$ cat config.mk
export PLATFORM = sky130hd
export DESIGN_NAME = gray_ptr_sync
export DESIGN_NICKNAME = d
export VERILOG_FILES = /design/src/rtl/gray_ptr_pkg.sv /design/src/rtl/sync_chain.sv /design/src/rtl/gray_ptr_sync.sv
export SDC_FILE = /design/constraint.sdc
export NUM_CORES = 1
export LEC_CHECK = 0
export BUFFER_PORTS_ARGS = -buffer_cell sky130_fd_sc_hd__clkbuf_2
export CAP_MARGIN = 20
export CORE_ASPECT_RATIO = 0.8
export CORE_MARGIN = 1.5
export CORE_UTILIZATION = 35
export DETAILED_ROUTE_END_ITERATION = 8
export SLEW_MARGIN = 20
export SYNTH_ARGS = -nofsm -noshare
export SYNTH_HDL_FRONTEND = slang
export SYNTH_SLANG_ARGS = --single-unit
$ cat constraint.sdc
create_clock -name clk -period 5 [get_ports clk]
set_input_delay 0.5 -clock clk [delete_from_list [all_inputs] [get_ports clk]]
set_output_delay 0.5 -clock clk [all_outputs]
set_load 0.1 [all_outputs]
$ cat src/rtl/gray_ptr_pkg.sv
// Shared Gray/binary pointer helpers, used by the pointer synchroniser and by the FIFO pointer counters.
// The helpers work at MAX_PTR_WIDTH; narrower callers zero-extend on the way in and truncate on the way out.
package gray_ptr_pkg;

  localparam int PTR_WIDTH     = 5;
  localparam int MAX_PTR_WIDTH = 32;

  function automatic logic [MAX_PTR_WIDTH-1:0] bin2gray(input logic [MAX_PTR_WIDTH-1:0] b);
    return b ^ (b >> 1);
  endfunction

  // Zero upper bits decode to zero, so the result is also correct for narrower pointers.
  function automatic logic [MAX_PTR_WIDTH-1:0] gray2bin(input logic [MAX_PTR_WIDTH-1:0] g);
    logic [MAX_PTR_WIDTH-1:0] b;
    b[MAX_PTR_WIDTH-1] = g[MAX_PTR_WIDTH-1];
    for (int i = MAX_PTR_WIDTH - 2; i >= 0; i--) begin
      b[i] = b[i+1] ^ g[i];
    end
    return b;
  endfunction

endpackage

$ cat src/rtl/sync_chain.sv
// Plain multi-stage flop chain for clock-domain crossing.
// It holds nothing else, so synthesis attributes and constraints can target this module alone.
module sync_chain #(
  parameter int WIDTH  = 5,
  parameter int STAGES = 2
) (
  input  logic             clk,
  input  logic             reset,
  input  logic [WIDTH-1:0] i_d,
  output logic [WIDTH-1:0] o_q
);

  logic [WIDTH-1:0] r_stage [STAGES];

  always_ff @(posedge clk or posedge reset) begin
    if (reset) begin
      for (int k = 0; k < STAGES; k++) begin
        r_stage[k] <= '0;
      end
    end else begin
      r_stage[0] <= i_d;
      for (int k = 1; k < STAGES; k++) begin
        r_stage[k] <= r_stage[k-1];
      end
    end
  end

  assign o_q = r_stage[STAGES-1];

endmodule

$ cat src/rtl/gray_ptr_sync.sv
// Gray pointer synchroniser: flop chain, registered binary decode, change strobe and modular advance.
// Optional macro GRAY_CHECK_EN adds a sticky flag for multi-bit jumps of the synchronised Gray value.
module gray_ptr_sync
  import gray_ptr_pkg::*;
#(
  parameter int WIDTH  = PTR_WIDTH,
  parameter int STAGES = 2
) (
  input  logic             clk,
  input  logic             reset,
  input  logic [WIDTH-1:0] in_gray,
  output logic [WIDTH-1:0] sync_gray,
  output logic [WIDTH-1:0] sync_bin,
  output logic             changed,
  output logic [WIDTH-1:0] delta,
  output logic             gray_err
);

  if (STAGES < 2) begin : g_badStages
    $error("gray_ptr_sync: STAGES must be >= 2");
  end
  if (WIDTH < 2 || WIDTH > MAX_PTR_WIDTH) begin : g_badWidth
    $error("gray_ptr_sync: WIDTH out of range");
  end

  logic [WIDTH-1:0]         w_syncGray;
  logic [WIDTH-1:0]         w_bin;
  logic [MAX_PTR_WIDTH-1:0] w_gray32;
  logic [WIDTH-1:0]         r_bin;
  logic [WIDTH-1:0]         r_delta;
  logic                     r_changed;

  sync_chain #(
    .WIDTH  (WIDTH),
    .STAGES (STAGES)
  ) u_chain (
    .clk   (clk),
    .reset (reset),
    .i_d   (in_gray),
    .o_q   (w_syncGray)
  );

  always_comb begin
    w_gray32             = '0;
    w_gray32[WIDTH-1:0]  = w_syncGray;
    w_bin                = WIDTH'(gray2bin(w_gray32));
  end

  // r_bin doubles as the previous value, so the advance is simply new minus held, mod 2^WIDTH.
  always_ff @(posedge clk or posedge reset) begin
    if (reset) begin
      r_bin     <= '0;
      r_delta   <= '0;
      r_changed <= 1'b0;
    end else begin
      r_bin     <= w_bin;
      r_changed <= (w_bin != r_bin);
      r_delta   <= (w_bin != r_bin) ? (w_bin - r_bin) : '0;
    end
  end

  assign sync_gray = w_syncGray;
  assign sync_bin  = r_bin;
  assign changed   = r_changed;
  assign delta     = r_delta;

`ifdef GRAY_CHECK_EN
  logic [WIDTH-1:0] r_prevGray;
  logic             r_grayErr;
  logic             w_multiBit;

  assign w_multiBit = ($countones(w_syncGray ^ r_prevGray) > 1);

  always_ff @(posedge clk or posedge reset) begin
    if (reset) begin
      r_prevGray <= '0;
      r_grayErr  <= 1'b0;
    end else begin
      r_prevGray <= w_syncGray;
      if (w_multiBit) begin
        r_grayErr <= 1'b1;
      end
    end
  end

`ifndef SYNTHESIS
  always_ff @(posedge clk) begin
    if (!reset && w_multiBit) begin
      $error("gray_ptr_sync: multi-bit Gray jump %b -> %b", r_prevGray, w_syncGray);
    end
  end
`endif

  assign gray_err = r_grayErr;
`else
  assign gray_err = 1'b0;
`endif

endmodule

==> results of run 1 <==
==> synthesized netlist by cell type <==
master | count | area share (%)
a21o_1 | 1 | 0.90
a21oi_1 | 2 | 1.2
buf_4 | 6 | 5.4
conb_1 | 1 | 0.45
dfrtp_1 | 21 | 63
fa_1 | 1 | 2.4
ha_1 | 4 | 6.0
inv_1 | 9 | 4.0
mux2i_1 | 2 | 2.4
nand2_1 | 3 | 1.3
nand4_1 | 1 | 0.75
nor2_1 | 2 | 0.90
nor2b_1 | 1 | 0.75
o21ai_0 | 1 | 0.60
xnor2_1 | 2 | 2.1
xnor2_2 | 1 | 1.9
xor2_1 | 2 | 2.1
xor2_2 | 2 | 3.9
==> final cells by class <==
class                      instances  area [um^2]
tap                               25         31.3
fill                             216         1250
clock buffer                       3         22.5
multi-input combinational         26          231
clock inverter                     1         7.51
inverter                           9         33.8
timing repair buffer              22          110
sequential                        21          526
==> power breakdown <==
group | internal (mW) | total, mW | leakage, nW | switching (mW)
clock | 0.0305 | 0.0819 | 0.0139 | 0.0514
combinational | 0.0520 | 0.314 | 0.247 | 0.262
sequential | 0.199 | 0.210 | 0.242 | 0.0116
==> critical path, cell delays in order (launching register included) <==
cell and delay (ns):
dfrtp_1 0.46, xor2_2 0.22, xnor2_2 0.21, xor2_2 0.29, xor2_1 0.20, ha_1 0.19
fa_1 0.20, inv_1 0.05, a21o_1 0.17, a21oi_1 0.19, mux2i_1 0.20
==> through the flow <==
step,instance area (um^2),std cells,hold WS [ns],utilization [%]
after floorplan,836,62,0.331,-
after global placement,932,103,0.331,42.1
after detailed placement,932,103,0.337,42.1
after CTS,962,107,0.274,43.4
after global routing,962,107,0.261,43.4
final,962,107,0.288,43.4
==> flip-flops by register name, summed over array words and instances (netlist names) <==
name,cells
u_chain.o_q,5
changed,1
delta,5
sync_bin,5
u_chain.r_stage,5
==> metal layers <==
metal / wire length, um / part of all wire [%] / GRT usage, %
met3: 87 / 7.8 / 6.18
met4: 12 / 1.1 / 4.19
met1: 485 / 43 / 10.3
met2: 530 / 47 / 15.5
met5: 0 / 0 / 0
==> how the worst max path moves through the flow <==
stage | from | endpoint | cells after the start
after global routing | u_chain.o_q[4] | delta[4] | 10
after CTS | u_chain.o_q[4] | delta[4] | 10
final | u_chain.o_q[4] | delta[4] | 10
after detailed placement | u_chain.o_q[4] | delta[4] | 10
after floorplan | u_chain.o_q[4] | delta[4] | 10
after global placement | u_chain.o_q[4] | delta[4] | 10
==> kinds of logic (layout without fill, tap and decap cells) <==
kind of cell | Yosys count | after routing | share of synthesized area [%]
AND/OR/NAND/NOR | 7 | 7 | 3.74
adder cells (fa/ha/maj) | 5 | 5 | 8.38
flip-flops | 21 | 21 | 62.9
AO/OA/AOI/OAI | 4 | 4 | 2.69
buffers and inverters | 15 | 35 | 9.43
other | 1 | 1 | 0.449
multiplexers | 2 | 2 | 2.40
XOR/XNOR | 7 | 7 | 10.0
==> results.yml, run 1 <==
timing:
  finalHoldViolCount: 0
  slew_viol_final: 0
  tightest_slew_ns: 0.754
  period_needed_ns: 2.46
  fin_tns_setup_ns: 0
  slew_headroom_pct: 49.7
  fin_ws_ns: 2.54
  max_freq_mhz: 406
  setup_viol: 0
  final.setup_skew_ns: 0.00774
  fin_crit_sh_pct: 49.2
  rsz0062_at_grt: "false"
global_routing:
  antenna_found_initial: 0
  track_usage_pct: 9.64
  grt_pass1_vias: 427
  grt_pass1_wl_um: 1780
  grt_max_degree: 22
  grt-ovfl-total: 0
logic_synthesis:
  syn-num-nets: 74
  synth_seq_area_share_pct: 62.9
  synth_warnings: 0
  synthDistinctLibCells: 18
  ys_ff_latch: 21
  avgSynthCellArea_um2: 13.5
  synthCells: 62
  syn_area_um2: 836
final_layout:
  layout_commonest_cell: "clkbuf_2"
  syn_to_final_growth_pct: 15.1
  layout.nets: 95
  antenna_cells: 0
  final_cell_mix: "22 x clkbuf_2, 21 x dfrtp_1, 9 x inv_1"
  drive_gt1_share_pct: 35.4
placed_design:
  finalWeightedCongestion: 0.762
  portBuffers: 22
  hpwl_um: 891
  place_ws_ns: 2.54
setup_path:
  worstPathRequired_ns: 5.23
  path_max_fanout: 4
  arrival_ns: 2.69
  r2r_start: "u_chain.o_q[4]"
  ff2ff_setup_slack_ns: 2.54
  r2r-end: "delta[4]"
  end_kind: "flip-flop"
  r2r_cells: 10
  crit_path_start_kind: "flip-flop"
  crit_type: "reg2reg"
clocking:
  cts_tree: "built"
  cts_resized: 0
  cts-hold-fix-buffers: 0
  clock_latency_ns: 0.30
  cts_buffers: 3
  clock_path_buffers: 2
  clock-root-buffer: "clkbuf_4"
  post_cts_buffers: 0
  clock_sinks: 21
  clk_pin_slew_ns: 0.12
  h-tree-depth: 1
die:
  num_io_pins: 24
  die_h_um: 46.7
  die_x_um: 57.6
  die-area_um2: 2690
  start_util_pct: 37.7
  core_um2: 2210
  row_count: 15
route:
  drtIter0Drc: 5
  post-route-drc-count: 2
  wl_um: 1120
  avgRoutedWirePerCell_um: 10.4
  drt_pass1_iterations: 6
  antenna_left: 0
  vias_per_cell: 4.21
  vias: 451
power_and_ir_drop:
  ir_drop_mv: 0.200
  pwr_density_cell_nw_per_um2: 631
  power_uw: 607
  p_leak_nw: 0.503
status:
  violations: "DRC"
  outcome: "complete, but fails checks"
min_path:
  min_path_type: "in2async"
job:
  cap_violations: 0
Note: power is estimated with default switching activity, not from simulation.
==> inputs of run 2 (changes only) <==
==> constraint.sdc (replaced) <==
create_clock -name clk -period 2.3 [get_ports clk]
set_input_delay 0.23 -clock clk [delete_from_list [all_inputs] [get_ports clk]]
set_output_delay 0.23 -clock clk [all_outputs]
set_load 0.1 [all_outputs]
==> run 2 against run 1 <==
The flow still finishes with violations (DRC); sequential power is 120% higher; sequential share of layout area is 6.3 points lower; via count is 14% higher; cell area is 13% higher; clock skew is 0.0068 ns lower; count of clock-buffer cells in the layout stayed put; critical path type unchanged; highest routed layer unchanged.
==> results.yml, run 2 (synthesis gave the netlist of run 1 again) <==
status:
  outcome: "complete, but fails checks"
  violations: "DRC"
global_routing:
  track_usage_pct: 10.5
  antenna_found_initial: 0
  grt_max_degree: 22
  grt_pass1_wl_um: 1980
  grt_pass1_vias: 511
  grt-ovfl-total: 0
timing:
  max_freq_mhz: 456
  fin_crit_sh_pct: 95.3
  slew_headroom_pct: 48.0
  setup_viol: 0
  finalHoldViolCount: 0
  tightest_slew_ns: 0.779
  rsz0062_at_grt: "true"
  final.setup_skew_ns: 0.000928
  period_needed_ns: 2.19
  slew_viol_final: 0
job:
  cap_violations: 0
final_layout:
  utilization_pct: 49.2
  syn_to_final_growth_pct: 30.2
  layout.nets: 107
  n_fill_cell: 208
  drive_gt1_share_pct: 45.7
  antenna_cells: 0
  layout_commonest_cell: "clkbuf_2"
  final_cell_mix: "22 x clkbuf_2, 21 x dfrtp_1, 7 x inv_1, 7 x buf_4, 5 x dlygate4sd3_1"
clocking:
  h-tree-depth: 1
  clock_latency_ns: 0.31
  cts_buffers: 3
  clock-root-buffer: "clkbuf_4"
  clock_path_buffers: 2
  clock_sinks: 21
  clk_pin_slew_ns: 0.12
  cts_tree: "built"
placed_design:
  finalWeightedCongestion: 0.720
  portBuffers: 22
  hpwl_um: 874
route:
  vias_per_cell: 4.31
  wl_um: 1250
  post-route-drc-count: 2
  avgRoutedWirePerCell_um: 10.5
  drt_pass1_iterations: 5
  top_layer: "met4"
  wl_met2_um: 629
  drtIter0Drc: 5
  wl_met1_um: 515
  antenna_left: 0
  wl_met3_um: 99
  vias: 513
setup_path:
  crit_path_start_kind: "flip-flop"
  r2r-end: "delta[4]"
  startpoint: "u_chain.o_q[4]"
  end_kind: "flip-flop"
  path_max_fanout: 2
  r2r_start: "u_chain.o_q[4]"
  slowest_stage: "dfrtp_1"
  path_common_cell: "xor2_2"
  worst-path-buf-inv: 1
  path_delay_family: "XOR/XNOR gates"
  slowest_delay_ns: 0.43
  r2r_cells: 10
  ff2ff_setup_slack_ns: 0.11
  endpoint: "delta[4]"
  worstPathRequired_ns: 2.54
  crit_type: "reg2reg"
  worst-path-stages: 10
  arrival_ns: 2.43
  cp_cell_sequence: "xor2_2, xnor2_2, xor2_2, xor2_1, ha_2, fa_2, inv_2, a21o_1, a21oi_2, mux2i_1"
die:
  core_um2: 2210
  start_util_pct: 37.7
  num_io_pins: 24
  die-area_um2: 2690
  die_x_um: 57.6
  die_h_um: 46.7
  row_count: 15
power_and_ir_drop:
  pwr_density_cell_nw_per_um2: 1270
  p_leak_nw: 0.555
  power_mw: 1.38
  ir_drop_mv: 0.474
min_path:
  min_path_type: "in2async"
-- run 2: cell types whose count changed in the layout (fill, tap and decap cells not counted), moves of 2 or more --
cell	delta
buf_4	+7
inv_2	+2
ha_1	-2
dlygate4sd3_1	+5
inv_1	-2
-- run 2: per-stage QoR --
stage	std cells	setup WS (ns)	hold slack, ns	TNS (ns)	cell area [um^2]
finish	119	0.109	0.0269	0	1090
global route	119	-0.00670	0.0786	-0.00670	1090
CTS	117	0.00116	0.0415	0	1060
detailed placement	105	0.0568	0.336	0	947
global placement	105	0.0959	0.332	0	947
floorplan	62	0.0577	0.207	0	836
-- run 2: routing by layer --
metal  vias up  global-route usage (%)
li1        246                       -
met1       244                    10.4
met2        21                    18.6
met3         2                    6.18
met4         0                    4.19
met5         -                       0
-- run 2: worst register-to-register path: stages (launching register included) --
cell,delay (ns)
dfrtp_1,0.43
xor2_2,0.20
xnor2_2,0.20
xor2_2,0.19
xor2_1,0.18
ha_2,0.21
fa_2,0.22
inv_2,0.04
a21o_1,0.15
a21oi_2,0.13
mux2i_1,0.18
-- run 2: power breakdown --
group | switching [mW] | internal, mW
logic | 0.589 | 0.152
registers | 0.0247 | 0.432
clock network | 0.117 | 0.0663
-- run 2: layout make-up --
type	count	area (um^2)	area share, %
repair buffers	34	213	19.5
flip-flops and latches	21	526	48.3
multi-input cells	26	255	23.4
clock inverters	1	7.51	0.690
inverters	9	33.8	3.10
well taps	25	31.3	2.87
clock buffers	3	22.5	2.07
-- run 2: timing repair --
action | CTS | global route
buffers inserted | 3 | 2
endpoints found under the hold margin | 5 | 0
hold buffers | 5 | 0
resized for setup | 3 | 4
endpoints found under the setup margin | 1 | 5
pin swaps | 3 | 9
-- run 2: worst min path at each step --
stage                               to          startpoint
finish              u_chain.r_stage[6]               reset
global route        u_chain.r_stage[6]               reset
CTS                 u_chain.r_stage[6]               reset
detailed placement      u_chain.o_q[0]  u_chain.r_stage[5]
global placement        u_chain.o_q[1]  u_chain.r_stage[6]
floorplan                      changed               reset
